$ cat config.mk
export PLATFORM = sky130hd
export DESIGN_NAME = player_action_encoder_flat
export DESIGN_NICKNAME = d
export VERILOG_FILES = /design/src/rtl/player_action_encoder_if.sv /design/src/rtl/player_action_encoder.sv /design/src/flat_wrapper.sv
export SDC_FILE = /design/constraint.sdc
export NUM_CORES = 1
export LEC_CHECK = 0
export CELL_PAD_IN_SITES_DETAIL_PLACEMENT = 1
export CELL_PAD_IN_SITES_GLOBAL_PLACEMENT = 1
export CORE_ASPECT_RATIO = 0.8
export CORE_MARGIN = 2
export CORE_UTILIZATION = 30
export DETAILED_ROUTE_END_ITERATION = 10
export GPL_TIMING_DRIVEN = 1
export PLACE_DENSITY_LB_ADDON = 0.1
export SLEW_MARGIN = 10
export SYNTH_ARGS = -nofsm -noshare
export SYNTH_HDL_FRONTEND = slang
export SYNTH_SLANG_ARGS = --single-unit
$ cat constraint.sdc
create_clock -name clk -period 3.3 [get_ports clk]
set_input_delay 0.33 -clock clk [delete_from_list [all_inputs] [get_ports clk]]
set_output_delay 0.33 -clock clk [all_outputs]
set_load 0.005 [all_outputs]
$ cat src/rtl/player_action_encoder_if.sv
// Button, tick and action signals between the input driver and the player action encoder.
interface player_action_encoder_if;
  logic       tick;
  logic [5:0] btn_raw;
  logic [5:0] action;
  logic       action_valid;
  logic       airborne;
  logic       cooldown_active;

  modport master (
    output tick, btn_raw,
    input  action, action_valid, airborne, cooldown_active
  );

  modport slave (
    input  tick, btn_raw,
    output action, action_valid, airborne, cooldown_active
  );
endinterface

$ cat src/rtl/player_action_encoder.sv
// Turns six raw push-buttons into one one-hot action per game tick.
// Inputs are synchronised, debounced and edge-detected; jump airtime and attack cooldown apply.
module player_action_encoder #(
  parameter int unsigned DEBOUNCE_CYCLES = 4,
  parameter int unsigned JUMP_TICKS      = 2,
  parameter int unsigned COOLDOWN_TICKS  = 1
) (
  input logic                   clk,
  input logic                   rst,
  player_action_encoder_if.slave bus
);

  localparam logic [5:0] ActIdle  = 6'b000000;
  localparam logic [5:0] ActRight = 6'b100000;
  localparam logic [5:0] ActLeft  = 6'b010000;
  localparam logic [5:0] ActWait  = 6'b001000;
  localparam logic [5:0] ActJump  = 6'b000100;
  localparam logic [5:0] ActKick  = 6'b000010;
  localparam logic [5:0] ActPunch = 6'b000001;

  localparam logic [7:0] DbLimit  = 8'(DEBOUNCE_CYCLES);
  localparam logic [2:0] JumpLoad = 3'(JUMP_TICKS - 1);
  localparam logic [2:0] CdLoad   = 3'(COOLDOWN_TICKS);

  logic [5:0] sync1_q, sync2_q;
  logic [5:0] stable_q, stable_d, stable_dly_q;
  logic [5:0] pending_q, pending_d;
  logic [5:0] rise;
  logic [7:0] db_cnt_q [6];
  logic [7:0] db_cnt_d [6];
  logic [2:0] jump_cnt_q, jump_cnt_d;
  logic [2:0] cd_cnt_q, cd_cnt_d;
  logic [5:0] action_q, action_d;
  logic [5:0] cand;
  logic       valid_q;
  logic       attack;

  // Counter runs only while the synchronised level disagrees with the accepted level.
  always_comb begin
    stable_d = stable_q;
    for (int i = 0; i < 6; i++) begin
      db_cnt_d[i] = '0;
      if (sync2_q[i] != stable_q[i]) begin
        if (db_cnt_q[i] + 8'd1 == DbLimit) begin
          stable_d[i] = ~stable_q[i];
        end else begin
          db_cnt_d[i] = db_cnt_q[i] + 8'd1;
        end
      end
    end
  end

  assign rise = stable_q & ~stable_dly_q;

  always_comb begin
    cand = pending_q;
    if (cd_cnt_q != 3'd0) cand[1:0] = 2'b00;
    if (cand[5] && cand[4]) cand[5:4] = 2'b00;

    action_d   = action_q;
    jump_cnt_d = jump_cnt_q;
    cd_cnt_d   = cd_cnt_q;
    attack     = 1'b0;
    pending_d  = pending_q | rise;

    if (bus.tick) begin
      // Edges arriving with the tick survive the clear and count for the next tick.
      pending_d = rise;
      if (jump_cnt_q != 3'd0) begin
        action_d   = ActJump;
        jump_cnt_d = jump_cnt_q - 3'd1;
      end else if (cand[0]) begin
        action_d = ActPunch;
        attack   = 1'b1;
      end else if (cand[1]) begin
        action_d = ActKick;
        attack   = 1'b1;
      end else if (cand[2]) begin
        action_d   = ActJump;
        jump_cnt_d = JumpLoad;
      end else if (cand[4]) begin
        action_d = ActLeft;
      end else if (cand[5]) begin
        action_d = ActRight;
      end else if (cand[3]) begin
        action_d = ActWait;
      end else begin
        action_d = ActIdle;
      end

      if (attack) begin
        cd_cnt_d = CdLoad;
      end else if (cd_cnt_q != 3'd0) begin
        cd_cnt_d = cd_cnt_q - 3'd1;
      end
    end
  end

  always_ff @(posedge clk) begin
    if (rst) begin
      sync1_q      <= '0;
      sync2_q      <= '0;
      stable_q     <= '0;
      stable_dly_q <= '0;
      db_cnt_q     <= '{default: '0};
      pending_q    <= '0;
      jump_cnt_q   <= '0;
      cd_cnt_q     <= '0;
      action_q     <= ActIdle;
      valid_q      <= 1'b0;
    end else begin
      sync1_q      <= bus.btn_raw;
      sync2_q      <= sync1_q;
      stable_q     <= stable_d;
      stable_dly_q <= stable_q;
      db_cnt_q     <= db_cnt_d;
      pending_q    <= pending_d;
      jump_cnt_q   <= jump_cnt_d;
      cd_cnt_q     <= cd_cnt_d;
      action_q     <= action_d;
      valid_q      <= bus.tick;
    end
  end

  assign bus.action          = action_q;
  assign bus.action_valid    = valid_q;
  assign bus.airborne        = (jump_cnt_q != 3'd0);
  assign bus.cooldown_active = (cd_cnt_q != 3'd0);

endmodule

$ cat src/flat_wrapper.sv
// flat-port wrapper written by rule: the top's interface ports become plain ports
module player_action_encoder_flat 
#(
  parameter int unsigned DEBOUNCE_CYCLES = 4,
  parameter int unsigned JUMP_TICKS      = 2,
  parameter int unsigned COOLDOWN_TICKS  = 1
)
  (clk, rst, bus_tick, bus_btn_raw, bus_action, bus_action_valid, bus_airborne, bus_cooldown_active);
  player_action_encoder_if bus_i ();
  input logic clk;
  input logic rst;
  input wire logic [$bits(bus_i.tick)-1:0] bus_tick;
  input wire logic [$bits(bus_i.btn_raw)-1:0] bus_btn_raw;
  output wire logic [$bits(bus_i.action)-1:0] bus_action;
  output wire logic [$bits(bus_i.action_valid)-1:0] bus_action_valid;
  output wire logic [$bits(bus_i.airborne)-1:0] bus_airborne;
  output wire logic [$bits(bus_i.cooldown_active)-1:0] bus_cooldown_active;
  assign bus_i.tick = bus_tick;
  assign bus_i.btn_raw = bus_btn_raw;
  assign bus_action = bus_i.action;
  assign bus_action_valid = bus_i.action_valid;
  assign bus_airborne = bus_i.airborne;
  assign bus_cooldown_active = bus_i.cooldown_active;
  player_action_encoder #(.DEBOUNCE_CYCLES(DEBOUNCE_CYCLES), .JUMP_TICKS(JUMP_TICKS), .COOLDOWN_TICKS(COOLDOWN_TICKS)) u_core (.clk(clk), .rst(rst), .bus(bus_i));
endmodule
==> flow_metrics.py, run 1 <==
metrics = {
    "route": {
        "drc": 0,
        "ant_nets": 0,
        "vias_per_cell": 4.580,
        "highest_layer": "met4",
        "drt_iter0_markers": 84,
        "routed_wl_um": 6970,
        "wl_met2_um": 3072,
        "wire_per_inst_um": 12.40,
        "wl_met1_um": 3535,
        "vias": 2574,
        "dr.pass1.iters": 4,
        "wl_met3_um": 278,
    },
    "pwr": {
        "intPower_mw": 1.813,
        "switchingPower_mw": 0.4740,
        "clkPwrFrac_pct": 46.9,
        "leakage_nw": 1.579,
        "power.density_nw_per_um2": 536.5,
        "peakVddDrop_v": 0.0002357,
        "p_comb_share_pct": 4.0,
        "swShare_pct": 20.72,
        "seqPwrFrac_pct": 49.1,
        "power_mw": 2.287,
    },
    "clocking": {
        "cts_made_buffers": 9,
        "clkTransAtPathRegs_ps": 60,
        "clockBufferDepth": 2,
        "cts_setup_buffers": 0,
        "clock_sinks": 91,
        "cts_hold_buf": 0,
        "tritoncts": "done",
        "clockRootBuffer": "clkbuf_16",
        "htreeDepth": 3,
        "clock_latency_ps": 340,
        "cts.repair.resized": 0,
    },
    "run_status": {
        "status": "finished clean",
    },
    "synthesis": {
        "ys_ff_latch": 91,
        "async_reset_ff_share_pct": 0,
        "synth_xor_area_share_pct": 10.34,
        "synth_warnings": 0,
        "synthCells": 389,
        "synthFlopType": "dfxtp_1",
        "synth-compound-area-share_pct": 5.701,
        "synth_top_family_by_area": "simple AND/OR/NAND/NOR gates",
        "synth_nets": 411,
        "syn_area_um2": 3643,
        "post_synth.cell_area_avg_um2": 9.366,
        "synth-edff-count": 0,
        "synth.distinct_cells": 37,
        "synthSimpleGateAreaFrac_pct": 23.21,
        "ys_seq_area_share_pct": 50.00,
        "yosys.area_share.adder_pct": 4.464,
        "synth_mux_area_share_pct": 2.301,
    },
    "layout": {
        "n_antenna_cell": 0,
        "post-route-util_pct": 36.46,
        "postLayoutCellArea_um2": 4263,
        "area_growth_syn_to_layout_pct": 17.00,
        "nets": 431,
        "nFillCells": 1356,
        "final_layout_size_suffix_gt1_share_pct": 6.763,
    },
    "timing": {
        "max_clock_freq_mhz": 472.3,
        "skew_ps": 8.766,
        "maxSlewViolCount": 0,
        "slew_headroom_pct": 56.64,
        "rsz0062_at_grt": "no",
        "fin_setup_tns_ps": 0,
        "fin_crit_sh_pct": 64.16,
        "hold_violations": 0,
        "setup_viol": 0,
        "worst_slew_pin_slew_ps": 650.4,
        "fin_crit_ps": 2117,
        "setup_ws_ps": 1183,
    },
    "setup_path": {
        "cpLargestDelayFamily": "buffers and inverters",
        "slowest_delay_ps": 510,
        "end_kind": "output port",
        "start_kind": "register",
        "worstSetupPathType": "register to output port",
        "path_max_fanout": 4,
        "crit_required_ps": 2970,
        "path_buf_inv": 3,
        "cp.arrival_ps": 1790,
        "crit_chain": "inv_1 -> ha_1 -> ha_1 -> inv_1 -> clkdlybuf4s50_1",
        "critPathSlowestCell": "clkdlybuf4s50_1",
    },
    "floorplan": {
        "die_x_um": 127.2,
        "ioPinCount": 18,
        "initial_core_util_pct": 31.16,
        "rows": 35,
        "die_area_um2": 13050,
        "core-area_um2": 11690,
        "dieHeight_um": 102.6,
    },
    "place": {
        "gp_congestion": 0.7082,
        "dp_hpwl_um": 4940,
        "port_buffers": 17,
        "dp_slack_ps": 1137,
        "placed_area_um2": 3954,
    },
    "global_route": {
        "grt_overflow_total": 0,
        "grt_pass1_wl_um": 12060,
        "grt_start_max_net_pins": 37,
        "grt_usage_pct": 11.70,
        "antenna_found_initial": 0,
        "grt_pass1_vias": 2538,
    },
    "run": {
        "drv_cap": 0,
    },
    "hold_path": {
        "hold_class": "register to register",
    },
}
-- area by class of cell --
class / count / area [um2] / area share [%]
flip-flops and latches: 91 / 1822 / 42.74
multi-input cells: 263 / 1677 / 39.33
clock buffers: 10 / 229.0 / 5.371
well taps: 148 / 185.2 / 4.344
repair buffers: 18 / 172.7 / 4.050
inverters: 26 / 97.59 / 2.289
clock inverters: 6 / 80.08 / 1.878
-- per-layer routing --
metal / vias up / global-route usage (%)
met5: - / 0
met2: 20 / 18.65
li1: 1312 / -
met4: 0 / 4.565
met3: 7 / 3.788
met1: 1235 / 14.93
-- power by group through the flow --
| stage | registers, mW | logic, mW | clock network (mW) |
|---|---|---|---|
| after global placement | 1.15 | 0.0912 | 0 |
| after floorplan | 1.14 | 0.0580 | 0 |
| after CTS | 1.12 | 0.0956 | 1.12 |
| after detailed placement | 1.15 | 0.0947 | 0 |
| after global routing | 1.12 | 0.107 | 1.16 |
| final | 1.12 | 0.0919 | 1.07 |
-- sequential cells by signal (all words and copies together), names as in the netlist, 6 cells and up --
register and count:
u_core.stable_dly_q 6, u_core.stable_q 6, u_core.bus.action 6, u_core.pending_q 6, u_core.db_cnt_q 48, u_core.sync2_q 6, u_core.sync1_q 6
-- cells in the final DEF (no fill, tap or decap), types with 2 or more instances in the layout --
| cell | instances |
|---|---|
| dfxtp_1 | 91 |
| nor2_1 | 83 |
| inv_1 | 26 |
| xnor2_1 | 23 |
| nor2b_1 | 21 |
| xor2_1 | 20 |
| nand3_1 | 20 |
| clkdlybuf4s50_1 | 16 |
| ha_1 | 13 |
| nand4_1 | 9 |
| clkbuf_16 | 9 |
| nand2_1 | 8 |
| nand2b_1 | 8 |
| a21oi_1 | 8 |
| and3_1 | 6 |
| a22oi_1 | 6 |
| mux2i_1 | 5 |
| o21ai_0 | 4 |
| clkinv_2 | 4 |
| a32oi_1 | 3 |
| and4bb_2 | 3 |
| mux2_2 | 3 |
| a41o_1 | 3 |
| or2_1 | 2 |
| o21a_1 | 2 |
| nor4_1 | 2 |
| and2_1 | 2 |
| or2_2 | 2 |
| bufinv_16 | 2 |
-- cells by family after synthesis --
group                      after synthesis
muxes                                    8
DFF                                     91
AOI/OAI and AO/OA                       29
buffers and inverters                   35
and+or+nand+nor                        170
xor gates and xnor gates                43
adders and majority gates               13
-- Yosys cell counts (3+ instances only) --
| master | count | area (um2) |
|---|---|---|
| nor2b_1 | 21 | 131.4 |
| a32oi_1 | 3 | 26.28 |
| ha_1 | 13 | 162.7 |
| a41o_1 | 3 | 30.03 |
| xor2_1 | 20 | 175.2 |
| and4bb_2 | 3 | 37.54 |
| nand3_1 | 20 | 100.1 |
| mux2i_1 | 5 | 50.05 |
| a21oi_1 | 8 | 40.04 |
| xnor2_1 | 23 | 201.4 |
| nand2b_1 | 8 | 50.05 |
| and3_1 | 6 | 37.54 |
| dfxtp_1 | 91 | 1822 |
| clkbuf_1 | 3 | 11.26 |
| o21ai_0 | 4 | 20.02 |
| inv_1 | 26 | 97.59 |
| nand2_1 | 8 | 30.03 |
| nand4_1 | 9 | 56.30 |
| nor2_1 | 83 | 311.6 |
| a22oi_1 | 6 | 45.04 |
| mux2_2 | 3 | 33.78 |
-- per-stage QoR --
step           std cells  hold WS [ps]
4_1_cts              562         446.7
5_1_grt              562         463.8
3_5_place_dp         546         424.9
3_3_place_gp         546         421.0
2_1_floorplan        389         411.3
6_report             562         437.9
-- path summary, 6_finish.rpt --
check | start | slack [ps] | depth (start not counted) | endpoint
worst max-delay path | u_core.cd_cnt_q[0]$_SDFFE_PP0P_ | 1180 | 5 | bus_cooldown_active
worst min-delay path | u_core.sync1_q[4]$_SDFF_PP0_ | 440 | 1 | u_core.sync2_q[4]$_SDFF_PP0_
worst max register to register | u_core.cd_cnt_q[0]$_SDFFE_PP0P_ | 1560 | 7 | u_core.bus.action[3]$_SDFFE_PP0P_
worst min register to register | u_core.sync1_q[4]$_SDFF_PP0_ | 440 | 1 | u_core.sync2_q[4]$_SDFF_PP0_
No activity file was read; power rests on OpenSTA's default activity.
==> run 2, diff against run 1 <==
==> constraint.sdc (replaced) <==
create_clock -name clk -period 2.2 [get_ports clk]
set_input_delay 0.22 -clock clk [delete_from_list [all_inputs] [get_ports clk]]
set_output_delay 0.22 -clock clk [all_outputs]
set_load 0.005 [all_outputs]
==> flow_metrics.py, run 2 (same netlist as run 1, synthesis figures left out) <==
metrics = {
    "route": {
        "dr.pass1.iters": 4,
        "drc": 0,
        "routed_wl_um": 6859,
        "drt_iter0_markers": 92,
        "wire_per_inst_um": 12.12,
        "vias_per_cell": 4.496,
        "ant_nets": 0,
        "vias": 2545,
    },
    "layout": {
        "area_growth_syn_to_layout_pct": 16.86,
        "final_layout_size_suffix_gt1_share_pct": 7.177,
        "most-common-layout-cells": "91 x dfxtp_1, 83 x nor2_1, 26 x inv_1, 23 x xnor2_1, 21 x nor2b_1",
        "largest_register_ffs": 48,
        "nFillCells": 1354,
        "final_common_cell": "dfxtp_1",
        "largest-register": "u_core.db_cnt_q",
        "nets": 435,
        "n_antenna_cell": 0,
    },
    "timing": {
        "fin_crit_sh_pct": 90.41,
        "hold_violations": 0,
        "max_clock_freq_mhz": 502.8,
        "skew_ps": 5.239,
        "setup_viol": 0,
        "worst_slew_pin_slew_ps": 508.3,
        "fin_setup_tns_ps": 0,
        "maxSlewViolCount": 0,
        "fin_crit_ps": 1989,
        "slew_headroom_pct": 65.80,
        "rsz0062_at_grt": "no",
    },
    "setup_path": {
        "end_kind": "output port",
        "path_max_fanout": 4,
        "worstSetupPathType": "register to output port",
        "critPathSlowestCell": "clkdlybuf4s50_1",
        "cp.arrival_ps": 1770,
        "slowest_delay_ps": 500,
        "crit_required_ps": 1980,
        "cpLargestDelayFamily": "buffers and inverters",
        "crit_chain": "inv_1 -> ha_1 -> ha_1 -> inv_1 -> clkdlybuf4s50_1",
        "start_kind": "register",
        "path_buf_inv": 3,
    },
    "pwr": {
        "swShare_pct": 21.17,
        "power.density_nw_per_um2": 763.1,
        "peakVddDrop_v": 0.0003990,
        "leakage_nw": 1.579,
        "seqPwrFrac_pct": 51.8,
        "p_comb_share_pct": 4.4,
        "intPower_mw": 2.561,
        "clkPwrFrac_pct": 43.8,
        "switchingPower_mw": 0.6877,
        "power_mw": 3.249,
    },
    "global_route": {
        "grt_start_max_net_pins": 28,
        "grt_overflow_total": 0,
        "grt_pass1_wl_um": 11990,
        "grt_usage_pct": 11.63,
        "antenna_found_initial": 0,
        "grt_pass1_vias": 2557,
    },
    "floorplan": {
        "core-area_um2": 11690,
        "ioPinCount": 18,
        "die_area_um2": 13050,
        "dieHeight_um": 102.6,
        "rows": 35,
        "initial_core_util_pct": 31.16,
        "die_x_um": 127.2,
    },
    "clocking": {
        "clockRootBuffer": "clkbuf_16",
        "cts.repair.resized": 0,
        "cts_setup_buffers": 0,
        "clkTransAtPathRegs_ps": 60,
        "clock_latency_ps": 330,
        "tritoncts": "done",
        "cts_made_buffers": 9,
        "clock_sinks": 91,
        "htreeDepth": 3,
        "clockBufferDepth": 2,
        "cts_hold_buf": 0,
    },
    "place": {
        "gp_congestion": 0.7235,
        "dp_hpwl_um": 4989,
        "port_buffers": 17,
    },
    "run_status": {
        "status": "finished clean",
    },
    "hold_path": {
        "hold_class": "input pin to register",
    },
    "run": {
        "drv_cap": 0,
    },
}
-- run 2: cell count changes in the layout (fill, tap and decap cells not counted), sizes merged --
cell,delta
clkbuf,+4
bufinv,-2
buf,+4
clkinv,-2
-- run 2: metrics by stage --
step	instance area, um2	utilization [%]	std cells	hold WS [ps]	worst slack [ps]
2_1_floorplan	3643	-	389	348.2	670.6
3_3_place_gp	3984	34.07	550	420.1	457.3
3_5_place_dp	3984	34.07	550	432.1	401.9
4_1_cts	4258	36.42	566	339.3	178.4
5_1_grt	4258	36.42	566	367.2	109.0
6_report	4258	36.42	566	343.9	211.0
-- run 2: layout make-up --
type / count / area (um2) / share of cell area (%)
clock inverters: 2 / 10.01 / 0.2351
well taps: 148 / 185.2 / 4.349
inverters: 26 / 97.59 / 2.292
flip-flops and latches: 91 / 1822 / 42.79
clock buffers: 14 / 264.0 / 6.200
repair buffers: 22 / 202.7 / 4.761
multi-input cells: 263 / 1677 / 39.38
-- run 2: final timing paths --
check                                        from  depth (start not counted)                           endpoint  slack (ps)
setup / recovery  u_core.cd_cnt_q[0]$_SDFFE_PP0P_                          5                bus_cooldown_active         210
hold / removal                                rst                          2     u_core.pending_q[1]$_SDFF_PP0_         340
setup reg to reg  u_core.cd_cnt_q[0]$_SDFFE_PP0P_                          7  u_core.bus.action[5]$_SDFFE_PP0P_         480
hold reg to reg      u_core.sync1_q[2]$_SDFF_PP0_                          1       u_core.sync2_q[2]$_SDFF_PP0_         440
-- run 2: power groups by stage --
stage                     clock [mW]  combinational (mW)  sequential [mW]
after floorplan                    0              0.0870             1.72
after global placement             0               0.143             1.72
after detailed placement           0               0.145             1.72
after CTS                       1.50               0.146             1.68
after global routing            1.55               0.164             1.69
final                           1.42               0.142             1.68
-- run 2: per-layer routing --
metal | vias up | GRT usage (%) | wire length (um)
li1 | 1321 | - | -
met1 | 1195 | 14.31 | 3407
met2 | 20 | 18.65 | 3082
met3 | 9 | 4.619 | 275
met4 | 0 | 4.311 | 93
met5 | - | 0 | 0
